==> src/rtl/audio_meter_pkg.sv <==
// audio_meter_pkg: shared types, mode codes and helpers for the level meter.
// Provides clog2, the sample magnitude function and the hold FSM state type.
package audio_meter_pkg;

  localparam logic MODE_RAW     = 1'b0;
  localparam logic MODE_CENTRED = 1'b1;

  // Magnitudes travel at this width; callers keep the low SAMPLE_W bits.
  localparam int MAG_W = 32;

  typedef enum logic [1:0] {
    TRACK,
    HOLD,
    DECAY
  } hold_state_e;

  function automatic int clog2(input int n);
    int r;
    r = 0;
    for (int v = n - 1; v > 0; v = v >> 1) r++;
    return r;
  endfunction

  // Centred mode folds around midscale and doubles, so a full swing either
  // way reaches full scale; the +2 headroom bits carry sign and doubling.
  function automatic logic [MAG_W-1:0] magnitude(
    input logic             md,
    input logic [MAG_W-1:0] smp,
    input int               w
  );
    logic signed [MAG_W+1:0] d;
    logic signed [MAG_W+1:0] a;
    logic signed [MAG_W+1:0] lim;
    lim = ((MAG_W+2)'(1) <<< w) - (MAG_W+2)'(1);
    d   = $signed({2'b00, smp}) - ((MAG_W+2)'(1) <<< (w - 1));
    a   = (d < 0) ? -d : d;
    a   = a <<< 1;
    if (a > lim) a = lim;
    if (md == MODE_RAW) return smp;
    return a[MAG_W-1:0];
  endfunction

endpackage

==> src/rtl/audio_level_quantiser.sv <==
// audio_level_quantiser: maps a peak magnitude onto 0..LEVELS.
// Ports: peak (SAMPLE_W) in, level (LVL_W) out; purely combinational.
module audio_level_quantiser
  import audio_meter_pkg::*;
#(
  parameter int SAMPLE_W = 12,
  parameter int LEVELS   = 9,
  parameter int LVL_W    = clog2(LEVELS + 1)
) (
  input  logic [SAMPLE_W-1:0] peak,
  output logic [LVL_W-1:0]    level
);

  localparam int QW = clog2(LEVELS + 2);
  localparam int PW = SAMPLE_W + QW;

  logic [PW-1:0] prod;
  logic [QW-1:0] q;
  logic          unused_frac;

  // Full-width product: LEVELS+1 < 2^QW, so nothing is lost before the shift.
  assign prod        = PW'(peak) * PW'(LEVELS + 1);
  assign q           = prod[PW-1:SAMPLE_W];
  assign unused_frac = ^prod[SAMPLE_W-1:0];

  assign level = (q > QW'(LEVELS)) ? LVL_W'(LEVELS) : q[LVL_W-1:0];

endmodule

==> src/rtl/audio_level_meter.sv <==
// audio_level_meter: windowed peak meter with level, LED bar and peak hold.
// Ports: clock, reset_n, sample_valid, sample, mode in; level, bar,
// hold_level, bar_hold, window_peak, level_valid out.
module audio_level_meter
  import audio_meter_pkg::*;
#(
  parameter int SAMPLE_W     = 12,
  parameter int WINDOW       = 4000,
  parameter int LEVELS       = 9,
  parameter int HOLD_WINDOWS = 5,
  parameter int LVL_W        = clog2(LEVELS + 1)
) (
  input  logic                clock,
  input  logic                reset_n,
  input  logic                sample_valid,
  input  logic [SAMPLE_W-1:0] sample,
  input  logic                mode,
  output logic [LVL_W-1:0]    level,
  output logic [LEVELS-1:0]   bar,
  output logic [LVL_W-1:0]    hold_level,
  output logic [LEVELS-1:0]   bar_hold,
  output logic [SAMPLE_W-1:0] window_peak,
  output logic                level_valid
);

  localparam int CNT_W = clog2(WINDOW);
  localparam int HC_W  = clog2(HOLD_WINDOWS + 1);
  localparam logic [CNT_W-1:0] LAST   = CNT_W'(WINDOW - 1);
  localparam logic [HC_W-1:0]  HC_MAX = HC_W'(HOLD_WINDOWS - 1);

  logic                mode_q;
  logic [CNT_W-1:0]    sample_cnt;
  logic [SAMPLE_W-1:0] running_peak;
  logic                close_q;

  logic [MAG_W-1:0]    mag_full;
  logic [SAMPLE_W-1:0] mag;
  logic                unused_mag;
  logic                mode_chg;
  logic [CNT_W-1:0]    base_cnt;
  logic [SAMPLE_W-1:0] base_peak;
  logic [SAMPLE_W-1:0] peak_new;
  logic                closing;

  // The live mode input is used so a sample arriving with a mode change
  // is measured in the new mode and opens the fresh window.
  assign mag_full   = magnitude(mode, MAG_W'(sample), SAMPLE_W);
  assign mag        = mag_full[SAMPLE_W-1:0];
  assign unused_mag = ^mag_full[MAG_W-1:SAMPLE_W];

  assign mode_chg  = (mode != mode_q);
  assign base_cnt  = mode_chg ? '0 : sample_cnt;
  assign base_peak = mode_chg ? '0 : running_peak;
  assign peak_new  = (mag > base_peak) ? mag : base_peak;
  assign closing   = sample_valid && (base_cnt == LAST);

  always_ff @(posedge clock or negedge reset_n) begin
    if (!reset_n) begin
      mode_q       <= MODE_RAW;
      sample_cnt   <= '0;
      running_peak <= '0;
      window_peak  <= '0;
      close_q      <= 1'b0;
    end else begin
      mode_q  <= mode;
      close_q <= closing;
      if (sample_valid) begin
        if (closing) begin
          sample_cnt   <= '0;
          running_peak <= '0;
          window_peak  <= peak_new;
        end else begin
          sample_cnt   <= base_cnt + 1'b1;
          running_peak <= peak_new;
        end
      end else if (mode_chg) begin
        sample_cnt   <= '0;
        running_peak <= '0;
      end
    end
  end

  logic [LVL_W-1:0] q_level;

  audio_level_quantiser #(
    .SAMPLE_W(SAMPLE_W),
    .LEVELS  (LEVELS),
    .LVL_W   (LVL_W)
  ) u_quant (
    .peak (window_peak),
    .level(q_level)
  );

  hold_state_e      state;
  hold_state_e      state_n;
  logic [LVL_W-1:0] hold_n;
  logic [HC_W-1:0]  hold_cnt;
  logic [HC_W-1:0]  hold_cnt_n;
  logic [LEVELS-1:0] bar_n;
  logic [LEVELS-1:0] bar_hold_n;

  // Decay only starts once the marker has sat for HOLD_WINDOWS windows;
  // since L < hold_level there, one step down never undershoots L.
  always_comb begin
    state_n    = state;
    hold_n     = hold_level;
    hold_cnt_n = hold_cnt;
    if (close_q) begin
      if (q_level >= hold_level) begin
        state_n    = TRACK;
        hold_n     = q_level;
        hold_cnt_n = '0;
      end else if (hold_cnt < HC_MAX) begin
        state_n    = HOLD;
        hold_cnt_n = hold_cnt + 1'b1;
      end else begin
        state_n = DECAY;
        hold_n  = hold_level - 1'b1;
      end
    end
  end

  always_comb begin
    bar_n = '0;
    for (int i = 0; i < LEVELS; i++) begin
      bar_n[i] = (i < int'(q_level));
    end
    bar_hold_n = bar_n;
    if (hold_n != '0) bar_hold_n[hold_n - 1'b1] = 1'b1;
  end

  always_ff @(posedge clock or negedge reset_n) begin
    if (!reset_n) begin
      state       <= TRACK;
      hold_level  <= '0;
      hold_cnt    <= '0;
      level       <= '0;
      bar         <= '0;
      bar_hold    <= '0;
      level_valid <= 1'b0;
    end else begin
      state       <= state_n;
      hold_level  <= hold_n;
      hold_cnt    <= hold_cnt_n;
      level_valid <= close_q;
      if (close_q) begin
        level    <= q_level;
        bar      <= bar_n;
        bar_hold <= bar_hold_n;
      end
    end
  end

endmodule

==> config.mk <==
export PLATFORM = sky130hd
export DESIGN_NAME = audio_level_meter
export DESIGN_NICKNAME = d
export VERILOG_FILES = /design/src/rtl/audio_meter_pkg.sv /design/src/rtl/audio_level_quantiser.sv /design/src/rtl/audio_level_meter.sv
export SDC_FILE = /design/constraint.sdc
export NUM_CORES = 1
export LEC_CHECK = 0
export CELL_PAD_IN_SITES_DETAIL_PLACEMENT = 1
export CELL_PAD_IN_SITES_GLOBAL_PLACEMENT = 2
export CORE_MARGIN = 2
export CORE_UTILIZATION = 37
export DETAILED_ROUTE_END_ITERATION = 10
export MAX_ROUTING_LAYER = met4
export PLACE_DENSITY_LB_ADDON = 0.1
export RECOVER_POWER = 100
export SLEW_MARGIN = 15
export SYNTH_ARGS = -nofsm -noshare
export SYNTH_HDL_FRONTEND = slang
export SYNTH_SLANG_ARGS = --single-unit
==> constraint.sdc <==
create_clock -name clock -period 8.2 [get_ports clock]
set_input_delay 1.64 -clock clock [delete_from_list [all_inputs] [get_ports clock]]
set_output_delay 1.64 -clock clock [all_outputs]
set_load 0.02 [all_outputs]
==> results.json <==
{
  "outcome": "finished, violations left",
  "violations": "max-capacitance violations, max-slew violations",
  "die-area_um2": 12300,
  "num-fill-cells": 1342,
  "hpwl_um": 8270,
  "drc_errors": 0,
  "clkTransAtPathRegs_ns": 0.06,
  "ys_seq_area_share_pct": 39.5,
  "cts_max_level": 3,
  "p_per_area_nw_per_um2": 173,
  "syn-num-nets": 519,
  "cpPeakStageDelay_ns": 0.77,
  "worstPathRequired_ns": 8.47,
  "insertion_delay_ns": 0.33,
  "drv_slew": 107,
  "nNetsFinal": 569,
  "max_freq_mhz": 166,
  "postRouteAntennaNets": 0,
  "synth_cells": 465,
  "worstSetupStartpoint": "window_peak[8]",
  "yosysWarnings": 0,
  "hold_buffers": 0,
  "tns_ns": 0,
  "numCtsBuffers": 9,
  "core_um2": 11300,
  "finalInstanceArea_um2": 5140,
  "fin_crit_sh_pct": 73.5,
  "netlist_area_um2": 4240,
  "worstMarginPinSlew_ns": 3.61,
  "ir_drop_mv": 0.0790,
  "dieWidth_um": 111,
  "hold_viol": 0,
  "ctsResizeCount": 0,
  "synth_seq_cells": 67,
  "postCtsSetupRepairBufs": 0,
  "multi_input_area_um2": 2310,
  "end_kind": "flip-flop",
  "die_h_um": 111,
  "start_util_pct": 37.5,
  "wl_per_cell_um": 16.8,
  "gp_congestion": 0.838,
  "drt-total-wl_um": 11100,
  "io_buffers": 54,
  "vias": 3543,
  "drive_above_1_share_pct": 5.58,
  "avgSynthCellArea_um2": 9.12,
  "grt-ovfl-total": 0,
  "maxCapViolCount": 2,
  "seqCellArea_um2": 1680,
  "fin_crit_ns": 6.02,
  "cts_tree": "built",
  "min-delay-path-class": "flip-flop to flip-flop",
  "crit_arrival_ns": 6.29,
  "critPathKind": "flip-flop to flip-flop",
  "synthFlopType": "dfrtp_1",
  "cp_slowest_cell": "a311oi_1",
  "drtPass1Iterations": 4,
  "diodes": 0,
  "finish.utilization_pct": 45.4,
  "drtIter0Drc": 184,
  "setup_viol": 0,
  "row_count": 39,
  "synth.distinct_cells": 68,
  "grt_pass1_wl_um": 19300,
  "ios": 55,
  "dpl_cell_area_um2": 4890,
  "finalClockSkew_ns": 0.00637,
  "path_max_fanout": 7,
  "vias_per_cell": 5.34,
  "root_buffer": "clkbuf_16",
  "clock-sinks": 67,
  "whs_ns": 0.469,
  "crit_top_cell": "ha_1",
  "synth_edf_count": 0,
  "antenna_found_initial": 0,
  "clockBufferDepth": 2,
  "r2r_start": "window_peak[8]",
  "hp-start": "bar[2]",
  "crit_path_cell_trace": "ha_1 -> ha_1 -> and4_2 -> and2_0 -> a2111oi_0 -> nor2_1 -> a311oi_1 -> ha_1 -> nand2_1 -> o21ai_0 -> nand2_1 -> nor4b_1 -> o21bai_1 -> o311ai_0 -> o21a_1",
  "syn2layout_area_growth_pct": 21.1,
  "grt_use_total_pct": 19.9,
  "synthArstFlopShare_pct": 100,
  "worstSetupStartpointType": "flip-flop",
  "rsz0062_at_grt": "false",
  "grt_max_degree": 68,
  "maxSlewHeadroom_pct": -140,
  "p_leak_nw": 2.42,
  "grt_pass1_vias": 3767
}
worst max-delay path: cells and delay by family, from the launching register on:
kind / cells / cell delay [ns]
simple gates: 6 / 1.69
fa+ha+maj: 3 / 0.90
compound gates: 6 / 2.95
flops: 1 / 0.41
path summary, 6_finish.rpt:
kind,endpoint,slack [ns],cells past startpoint
min reg2reg,bar[2],0.47,1
max reg2reg,bar_hold[5],2.18,15
max in group asynchronous,bar[4],3.51,2
min,bar[2],0.47,1
min in group asynchronous,window_peak[7],2.64,2
max,bar_hold[5],2.18,15
power breakdown:
part / leakage, nW / switching (W) / total, W / internal [W]
Sequential: 0.918 / 0.00000421 / 0.000348 / 0.000343
Clock: 0.157 / 0.000144 / 0.000419 / 0.000275
Combinational: 1.34 / 0.0000741 / 0.000120 / 0.0000456
Total: 2.42 / 0.000223 / 0.000886 / 0.000664
state kept, by name, summed over array words and instances, names as in the netlist:
name          flops
running_peak     12
sample_cnt       12
window_peak      12
bar               9
bar_hold          9
hold_level        4
hold_cnt          3
level             3
close_q           1
level_valid       1
mode_q            1
synthesized netlist by cell type (all sizes together), types with 2 or more instances:
library cell | number | share of area, %
o2bb2ai | 3 | 0.62
nand4 | 10 | 1.5
and2 | 2 | 0.35
ha | 38 | 11
nand3 | 9 | 1.1
mux2 | 6 | 1.6
xor2 | 6 | 1.2
nor4b | 2 | 0.56
nand2 | 55 | 4.9
a21oi | 35 | 4.2
o21a | 8 | 1.4
a21boi | 2 | 0.35
dfrtp | 67 | 40
a21o | 6 | 1.1
o211a | 2 | 0.47
and3 | 2 | 0.29
and4 | 2 | 0.47
a31oi | 9 | 1.3
or3 | 3 | 0.44
o221ai | 3 | 0.77
nor3 | 10 | 1.2
buf | 7 | 1.5
nand2b | 2 | 0.29
o21ai | 30 | 3.6
o21bai | 3 | 0.80
a211oi | 2 | 0.35
o32ai | 2 | 0.41
mux2i | 2 | 0.47
inv | 25 | 2.2
clkbuf | 13 | 1.2
or2 | 3 | 0.44
o211ai | 2 | 0.35
nor2b | 2 | 0.29
nor3b | 3 | 0.65
xnor2 | 14 | 2.9
nor2 | 50 | 4.5
o22ai | 12 | 1.8
o22a | 2 | 0.41
logic make-up after synthesis:
logic type	Yosys count	synth area share, %
compound gates	128	20.6
xor+xnor	20	4.13
fa+ha+maj	38	11.2
buf+inv	46	4.92
flops	67	39.5
mux	8	2.06
simple gates	158	17.5
final cells by class:
type,instances,share of cell area (%)
Multi-Input combinational cell,352,44.9
Sequential cell,67,32.6
Timing Repair Buffer,59,10.9
Clock buffer,12,4.80
Tap cell,143,3.48
Inverter,26,1.90
Clock inverter,4,1.44
placed cells by master, fill, tap and decap left out, drive strengths merged, types with 9 or more instances in the layout:
cell type / n
dfrtp: 67
nand2: 55
nor2: 50
dlygate4sd3: 40
ha: 38
a21oi: 35
o21ai: 30
inv: 25
clkbuf: 16
xnor2: 14
clkdlybuf4s50: 13
o22ai: 12
nor3: 10
nand4: 10
nand3: 9
a31oi: 9
per-layer routing:
metal,GRT usage (%),vias to the layer above,routed length [um],share of wire [%]
met1,27.1,1730,5460,49
met2,30.9,38,5280,47
met4,5.93,0,123,1.1
li1,-,1765,-,-
met3,3.17,10,258,2.3
met5,-,-,0,0
metrics by stage:
| step | worst slack, ns | total power [W] | std cells |
|---|---|---|---|
| 6_report | 2.18 | 0.000886 | 663 |
| 5_1_grt | 1.73 | 0.000932 | 663 |
| 4_1_cts | 2.38 | 0.000900 | 663 |
| 3_5_place_dp | 2.05 | 0.000475 | 647 |
| 3_3_place_gp | 2.20 | 0.000473 | 647 |
| 2_1_floorplan | 3.35 | 0.000432 | 465 |
Note: power is estimated with default switching activity, not from simulation.
